<file path="src/rtl/ldm_stm_sequencer.sv">
// Multi-register transfer sequencer for LDM/STM/PUSH/POP: one word access per
// cycle, load writeback one cycle behind the read, base/SP update on completion.
module ldm_stm_sequencer (
    input  logic        clk,
    input  logic        rst,
    input  logic        start,
    input  logic [6:0]  opCode,
    input  logic        extra_bit,
    input  logic [7:0]  reg_list,
    input  logic [2:0]  rn,
    input  logic [31:0] base_addr,
    output logic [31:0] mem_addr,
    output logic        mem_write_en,
    output logic [6:0]  mem_op,
    output logic [3:0]  reg_idx,
    output logic [3:0]  wr_idx,
    output logic        reg_write_en,
    output logic        wb_en,
    output logic [31:0] wb_value,
    output logic        stall,
    output logic        done
);
    localparam logic [1:0] ST_IDLE  = 2'd0;
    localparam logic [1:0] ST_XFER  = 2'd1;
    localparam logic [1:0] ST_DRAIN = 2'd2;
    localparam logic [1:0] ST_DONE  = 2'd3;

    logic [1:0]  r_state;
    logic [15:0] r_list;
    logic        r_is_load;
    logic        r_wb_ok;
    logic [31:0] r_wb_calc;
    logic [31:0] r_mem_addr;
    logic        r_mem_we;
    logic [6:0]  r_mem_op;
    logic [3:0]  r_reg_idx;
    logic [3:0]  r_wr_idx;
    logic        r_reg_we;
    logic        r_wb_en;
    logic [31:0] r_wb_value;
    logic        r_done;

    function automatic logic [3:0] f_lowest(input logic [15:0] list);
        logic [3:0] idx;
        idx = 4'd0;
        for (int i = 15; i >= 0; i--) begin
            if (list[i]) idx = 4'(i);
        end
        return idx;
    endfunction

    function automatic logic [3:0] f_popcount(input logic [15:0] list);
        logic [3:0] cnt;
        cnt = 4'd0;
        for (int i = 0; i < 16; i++) begin
            cnt = cnt + {3'd0, list[i]};
        end
        return cnt;
    endfunction

    logic        w_is_stm, w_is_ldm, w_is_push, w_is_pop, w_valid, w_is_load;
    logic [15:0] w_list, w_first_rest, w_next_rest;
    logic [3:0]  w_cnt, w_first_idx, w_next_idx;
    logic [31:0] w_span, w_start_addr, w_wb_calc;
    logic        w_wb_ok, w_accept;

    assign w_is_stm  = (opCode[6:2] == 5'b11000);
    assign w_is_ldm  = (opCode[6:2] == 5'b11001);
    assign w_is_push = (opCode == 7'b1011010);
    assign w_is_pop  = (opCode == 7'b1011110);
    assign w_valid   = w_is_stm | w_is_ldm | w_is_push | w_is_pop;
    assign w_is_load = w_is_ldm | w_is_pop;

    // PUSH adds LR, POP adds PC; both live above the low-register mask
    assign w_list       = {w_is_pop & extra_bit, w_is_push & extra_bit, 6'd0, reg_list};
    assign w_cnt        = f_popcount(w_list);
    assign w_span       = {26'd0, w_cnt, 2'b00};
    assign w_start_addr = w_is_push ? (base_addr - w_span) : base_addr;
    assign w_wb_calc    = w_is_push ? (base_addr - w_span) : (base_addr + w_span);
    assign w_wb_ok      = (w_cnt != 4'd0) & ~(w_is_ldm & reg_list[rn]);
    assign w_accept     = (r_state == ST_IDLE) & start & w_valid;

    assign w_first_idx  = f_lowest(w_list);
    assign w_first_rest = w_list & ~(16'h0001 << w_first_idx);
    assign w_next_idx   = f_lowest(r_list);
    assign w_next_rest  = r_list & ~(16'h0001 << w_next_idx);

    assign stall        = ~rst & (w_accept | (r_state == ST_XFER) | (r_state == ST_DRAIN));
    assign mem_addr     = r_mem_addr;
    assign mem_write_en = r_mem_we;
    assign mem_op       = r_mem_op;
    assign reg_idx      = r_reg_idx;
    assign wr_idx       = r_wr_idx;
    assign reg_write_en = r_reg_we;
    assign wb_en        = r_wb_en;
    assign wb_value     = r_wb_value;
    assign done         = r_done;

    // Sequencer state and registered outputs; strobes default low every cycle
    always_ff @(posedge clk or posedge rst) begin
        if (rst) begin
            r_state    <= ST_IDLE;
            r_list     <= 16'd0;
            r_is_load  <= 1'b0;
            r_wb_ok    <= 1'b0;
            r_wb_calc  <= 32'd0;
            r_mem_addr <= 32'd0;
            r_mem_we   <= 1'b0;
            r_mem_op   <= 7'd0;
            r_reg_idx  <= 4'd0;
            r_wr_idx   <= 4'd0;
            r_reg_we   <= 1'b0;
            r_wb_en    <= 1'b0;
            r_wb_value <= 32'd0;
            r_done     <= 1'b0;
        end else begin
            r_mem_we <= 1'b0;
            r_reg_we <= 1'b0;
            r_wb_en  <= 1'b0;
            r_done   <= 1'b0;
            case (r_state)
                ST_IDLE: begin
                    if (w_accept) begin
                        r_mem_op  <= opCode;
                        r_is_load <= w_is_load;
                        r_wb_ok   <= w_wb_ok;
                        r_wb_calc <= w_wb_calc;
                        if (w_cnt != 4'd0) begin
                            r_state    <= ST_XFER;
                            r_mem_addr <= w_start_addr;
                            r_mem_we   <= ~w_is_load;
                            r_reg_idx  <= w_first_idx;
                            r_list     <= w_first_rest;
                        end else begin
                            r_state <= ST_DONE;
                            r_list  <= 16'd0;
                            r_done  <= 1'b1;
                        end
                    end else begin
                        r_state <= ST_IDLE;
                    end
                end
                ST_XFER: begin
                    // load data for the access just issued arrives next cycle
                    r_reg_we <= r_is_load;
                    r_wr_idx <= r_reg_idx;
                    if (r_list != 16'd0) begin
                        r_mem_addr <= r_mem_addr + 32'd4;
                        r_mem_we   <= ~r_is_load;
                        r_reg_idx  <= w_next_idx;
                        r_list     <= w_next_rest;
                    end else if (r_is_load) begin
                        r_state <= ST_DRAIN;
                    end else begin
                        r_state    <= ST_DONE;
                        r_done     <= 1'b1;
                        r_wb_en    <= r_wb_ok;
                        r_wb_value <= r_wb_calc;
                    end
                end
                ST_DRAIN: begin
                    r_state    <= ST_DONE;
                    r_done     <= 1'b1;
                    r_wb_en    <= r_wb_ok;
                    r_wb_value <= r_wb_calc;
                end
                ST_DONE: begin
                    r_state <= ST_IDLE;
                end
                default: begin
                    r_state <= ST_IDLE;
                end
            endcase
        end
    end
endmodule

</file>
<file path="config.mk">
export PLATFORM = sky130hd
export DESIGN_NAME = ldm_stm_sequencer
export DESIGN_NICKNAME = d
export VERILOG_FILES = /design/src/rtl/ldm_stm_sequencer.sv
export SDC_FILE = /design/constraint.sdc
export NUM_CORES = 1
export LEC_CHECK = 0
export ABC_AREA = 1
export BUFFER_PORTS_ARGS = -buffer_cell sky130_fd_sc_hd__buf_2
export CORE_ASPECT_RATIO = 1.5
export CORE_MARGIN = 2
export CORE_UTILIZATION = 45
export DETAILED_ROUTE_END_ITERATION = 7
export PLACE_DENSITY = 0.65
export SYNTH_ARGS = -nofsm -noshare
export SYNTH_HDL_FRONTEND = slang
export SYNTH_SLANG_ARGS = --single-unit
</file>
<file path="constraint.sdc">
create_clock -name clk -period 7.2 [get_ports clk]
set_clock_uncertainty 0.05 [all_clocks]
set_input_delay 2.16 -clock clk [delete_from_list [all_inputs] [get_ports clk]]
set_output_delay 2.16 -clock clk [all_outputs]
set_load 0.05 [all_outputs]
</file>
Word-level counts from Yosys, hierarchy flattened:

Index checks and enable logic that the tools add are counted.

* add/sub/neg operators: 12
* $lt $le $gt $ge: 1
* equality and inequality tests: 12
* shift-type cells: 2
* multiplexer cells: 63
* bitwise gates (word level): 21
* reductions and logical operators: 9

Operators with widths (count)
* 32-bit two-way mux: 7
* 32-bit one-hot mux with 2 select lines: 2
* 4-bit two-way mux: 29
* 16-bit two-way mux: 3
* 32-bit by 3-bit adder with 32-bit output, second input constant: 1
* 32-bit by 6-bit adder with 32-bit output: 1
* 16-bit AND: 2
* 16-bit NOT: 2
* 16-bit one-hot mux with 2 select lines: 1
* 1-bit by 4-bit left shift with 16-bit output, first input constant: 2
* 32-bit by 6-bit subtractor with 32-bit output: 1
* 4-bit by 1-bit adder with 4-bit output: 6
* 16-bit nonzero test: 1
* 7-bit == test, second input constant: 2
* 1-bit two-way mux: 12
* 5-bit == test, second input constant: 2
* 2-bit inequality test, second input constant: 4
* 2-bit one-hot mux with 4 select lines: 1
* 4-bit one-hot mux with 2 select lines: 1
* 1-bit AND: 7
* 2-bit two-way mux: 3
* 1-bit bitwise OR: 6
* 3-bit AND reduction: 2
* 3-bit by 1-bit adder with 4-bit output: 1
* 15 further kinds: 21

* register bits: 135
* input port bits: 54
* output and inout port bits: 84
* word-level logic and storage cells: 134

Longest topological paths before layout:

* depth after elaboration: 21
* depth in mapped cells: 30
* mapped depth without buffers: 30

Least setup slack after synthesis:

No wires, ideal clock.

* path type: input-to-reg
* start: input opCode[0]
* end: register r_mem_addr[25] (netlist: mem_addr[25])
* library setup time: 123 ps
* arrival time: 6611 ps
* required time: 7027 ps
* setup slack: 416 ps
* stages on the path: 27
* buffers on the path: 0
* cell sequence: inv_1 nand2_1 nor4_1 fa_1 fa_1 inv_1 fa_1 inv_1 ha_1 fa_1 xnor2_1 inv_1 ha_1 inv_2 a21oi_2 nand2_2 nand2_1 nand2_1 nor3_2 nand3_1 nor2_1 nand3_1 xor2_1 nand2_1 nand2_1 nand3_1 o21ai_1

* word-level cells in the longest chain between the ends: 9
* elaborated cells between the ends (all ways): 18
* classes of those cells: add/sub: 3; eq/ne: 4; mux: 4; bitwise: 5; reduce/logical: 2

RTL lines
* from (decl): line 7 `input logic [6:0] opCode,`
* 7-bit == test: line 69 `assign w_is_push = (opCode == 7'b1011010);`
* 1-bit AND: line 75 `assign w_list = {w_is_pop & extra_bit, w_is_push & extra_bit, 6'd0, reg_list};`
* 4-bit by 1-bit adder with 4-bit output (2 in series): line 56 `cnt = cnt + {3'd0, list[i]};`
* 32-bit by 6-bit subtractor with 32-bit output: line 78 `assign w_start_addr = w_is_push ? (base_addr - w_span) : base_addr;`
* 32-bit two-way mux: line 78
* 32-bit two-way mux: line 128 `if (w_cnt != 4'd0) begin`
* 32-bit two-way mux: line 123 `if (w_accept) begin`
* 32-bit one-hot mux with 2 select lines: line 121 `case (r_state)`
* to (signal assigned): line 130 `r_mem_addr <= w_start_addr;`
* to (signal assigned): line 148 `r_mem_addr <= r_mem_addr + 32'd4;`
* to (decl): line 33 `logic [31:0] r_mem_addr;`

Several ways; a longest one is shown, not always the timed one. The select of a mux whose other input is x is not followed.
A chain may end at the register's enable or synchronous reset.

Final worst setup path:

* start: input opCode[2]
* end: register r_mem_addr[30] (netlist: mem_addr[30])

The elaborated chain is that of the path after synthesis.

==> results.cfg <==
[yosys]
synth-edff-count = 0
syn_area_sq_mm = 0.00911
synth_top_family_by_area = simple AND/OR/NAND/NOR gates
synth-xor-area-share_pct = 2.88
synth-seq-cells = 135
seq_area_frac_synth_pct = 37.1
synth_compound_area_share_pct = 16.1
synth_nets = 1301
synthArstFlopShare_pct = 100
synth.distinct_cells = 60
yosysMostFrequentCell = nand2_1
syn_area_per_cell_sq_um = 7.45
synth_top_area_share_pct = 37.1
synthAdderAreaFrac_pct = 3.95
yosys-top-cells-count = nand2_1, inv_1, dfrtp_1
ys.flop_type = dfrtp_1
yosysTopAreaCell = dfrtp_1
synthMuxAreaShare_pct = 2.22
syn_inst = 1223
synth.area.top_cells = dfrtp_1, nand2_1, inv_1
synth_warnings = 0
synthSimpleGateAreaFrac_pct = 28.2

[floorplan]
rows = 63
ios = 138
fp.coreArea_sq_mm = 0.0198
start_util_pct = 46.1
die-height_microns = 178
die_x_microns = 120
die-area_sq_mm = 0.0214

[route]
wl_met2_mm = 13.7
m1WireLength_mm = 11.5
routed_wl_mm = 27.7
ant_nets = 0
routed.top_layer = met4
vias_per_cell = 5.40
wl_met3_mm = 1.31
first_iter_violations = 577
wl_per_cell_microns = 16.9
drt_pass1_iterations = 5
vias = 8834
drcViolationCount = 0

[setup_path]
r2r_end = mem_addr[7]
rr_worst_depth = 10
reg2reg_from = r_state[1]
crit_required_ns = 7.50
cp-start-kind = input pin
ff2ff_setup_slack_ns = 4.32
critPathKind = input pin to register
path_max_fanout = 7
endpoint_kind = register
cp.arrival_ns = 7.08

[timing]
period_minus_slack_ns = 6.78
setup_viol = 0
fmax_ghz = 0.147
rsz0062_at_grt = false
tightest_slew_ns = 0.927
slew_violations = 0
hold_viol = 0
maxSlewHeadroom_pct = 38.2
timing.hold.ws_ns = 0.421
post-route-period-util_pct = 94.2

[clocking]
ctsHtreeMaxLevel = 4
cts.clk_slew.worst_paths_ns = 0.06
clockBufferDepth = 2
post_cts.repair.setup_buffers = 0
cts_hold_buf = 0
clk_latency_ns = 0.44
cts_buffers = 17
cts_sinks = 135
cts_tree = yes
clockRootBuffer = clkbuf_16

[global_route]
grt_pass1_vias = 8698
overflow = 0
grt_pass1_wl_mm = 45.0
grt_max_degree = 104
track_usage_pct = 26.9
antenna_found_initial = 3

[power]
vdd_drop_max_uv = 199
finalPower_w = 0.00412
leakagePower_nw = 5.23
p_per_area_mw_per_mm2 = 382

[layout]
fillers = 1959
syn_to_final_growth_pct = 18.3
drive_gt1_share_pct = 20.6
fin_nets = 1437

[placement]
place.port_buffers = 137
dpl.hpwl_mm = 21.1
place_congestion = 0.950

[run_status]
outcome = finished clean

[hold_path]
hold_end = wr_idx[0]
hold_class = register to register
hold_path_startpoint = wr_idx[0]
whs_path_depth = 2

[run]
cap_violations = 0
critical path: stages:
cell and delay, ns:
buf_2 0.12, inv_1 0.08, nor4_2 0.28, buf_4 0.16, fa_1 0.41, fa_1 0.49, inv_1 0.05, fa_1 0.48
inv_1 0.04, ha_1 0.20, fa_1 0.39, xnor2_1 0.19, inv_1 0.07, ha_2 0.39, inv_2 0.06, nand2_1 0.08
nand2_1 0.06, nand2_1 0.10, nand2_1 0.16, inv_1 0.12, nand2_1 0.10, nor3_1 0.20, xor2_1 0.16, nand2_1 0.09
o211ai_1 0.23, o211ai_2 0.12, o21ai_0 0.10
cell families after synthesis:
group | after synthesis
and+or+nand+nor | 551
muxes | 18
DFF | 135
AOI/OAI and AO/OA | 241
xor gates and xnor gates | 30
adders and majority gates | 24
buffers and inverters | 224
power by group:
group          internal, W  switching, W  total [W]
Combinational     0.000489       0.00141    0.00189
Sequential         0.00105      0.000225    0.00127
Clock             0.000615      0.000340   0.000956
Total              0.00215       0.00197    0.00412
per-layer routing:
layer  GRT usage [%]  vias to the layer above
li1                -                     4357
met1            32.7                     4155
met2            45.5                      256
met3            4.44                       66
met4            14.6                        0
met5               0                        -
per-stage QoR:
| step | area, sq um | instances | worst slack, ns | utilization [%] | TNS [ns] |
|---|---|---|---|---|---|
| final | 10800 | 1635 | 0.420 | 54.5 | 0 |
| after global routing | 10800 | 1634 | 0.00958 | 54.5 | 0 |
| after detailed placement | 10100 | 1600 | -0.0487 | 51.1 | -0.113 |
| after global placement | 10100 | 1600 | -0.00673 | 51.1 | -0.00673 |
| after floorplan | 9110 | 1223 | 0.416 | - | 0 |
| after CTS | 10800 | 1632 | 0.408 | 54.4 | 0 |
sequential cells by signal, summed over array words and instances, names as in the netlist:
name	count
r_is_load	1
r_list	16
r_wb_ok	1
wb_value	32
reg_idx	4
reg_write_en	1
done	1
r_state	2
mem_addr	32
mem_write_en	1
wb_en	1
mem_op	7
wr_idx	4
r_wb_calc	32
cells in the final DEF, fill, tap and decap left out, types with 5 or more instances in the layout:
cell | Yosys | final
inv_1 | 167 | 166
o21ai_0 | 83 | 83
nand3_2 | 5 | 5
nand3_1 | 66 | 66
mux2_2 | 18 | 18
fa_1 | 8 | 8
nand2_1 | 233 | 233
xor2_1 | 27 | 27
buf_4 | 2 | 22
nor4_2 | 4 | 5
clkbuf_16 | 0 | 17
a31oi_1 | 23 | 23
nor4_1 | 13 | 12
o21ai_1 | 6 | 6
nor2_1 | 130 | 130
buf_2 | 10 | 137
a32oi_1 | 7 | 7
nor2_2 | 10 | 10
ha_1 | 16 | 14
nand2_2 | 9 | 9
dfrtp_1 | 135 | 135
nand4_1 | 28 | 28
a21oi_1 | 63 | 63
o211ai_1 | 14 | 14
o221ai_1 | 5 | 5
nor3_1 | 31 | 31
inv_2 | 14 | 14
o21bai_1 | 5 | 5
worst max path at each step:
stage | startpoint | end | slack, ns | cells past startpoint
after floorplan | opCode[0] | mem_addr[25] | 0.42 | 27
after global placement | opCode[0] | mem_addr[30] | -0.007 | 28
after detailed placement | opCode[0] | mem_addr[30] | -0.05 | 28
after CTS | opCode[0] | mem_addr[30] | 0.41 | 28
after global routing | opCode[0] | mem_addr[21] | 0.01 | 29
final | opCode[2] | mem_addr[30] | 0.42 | 27
final cells by class:
cell class              count  area (sq um)  area share [%]
well taps                 260           325            3.02
clock buffers              21           480            4.46
clock inverters            11           170            1.58
diodes                      3          7.51          0.0696
multi-input cells         864          4880            45.3
repair buffers            159           851            7.89
inverters                 182           688            6.38
flip-flops and latches    135          3380            31.3
what timing repair did:
item                                    CTS  global route
endpoints found under the hold margin     0             0
gates resized for setup                   0             2
endpoints found under the setup margin    0            15
Power figures use the tool's default switching activity.
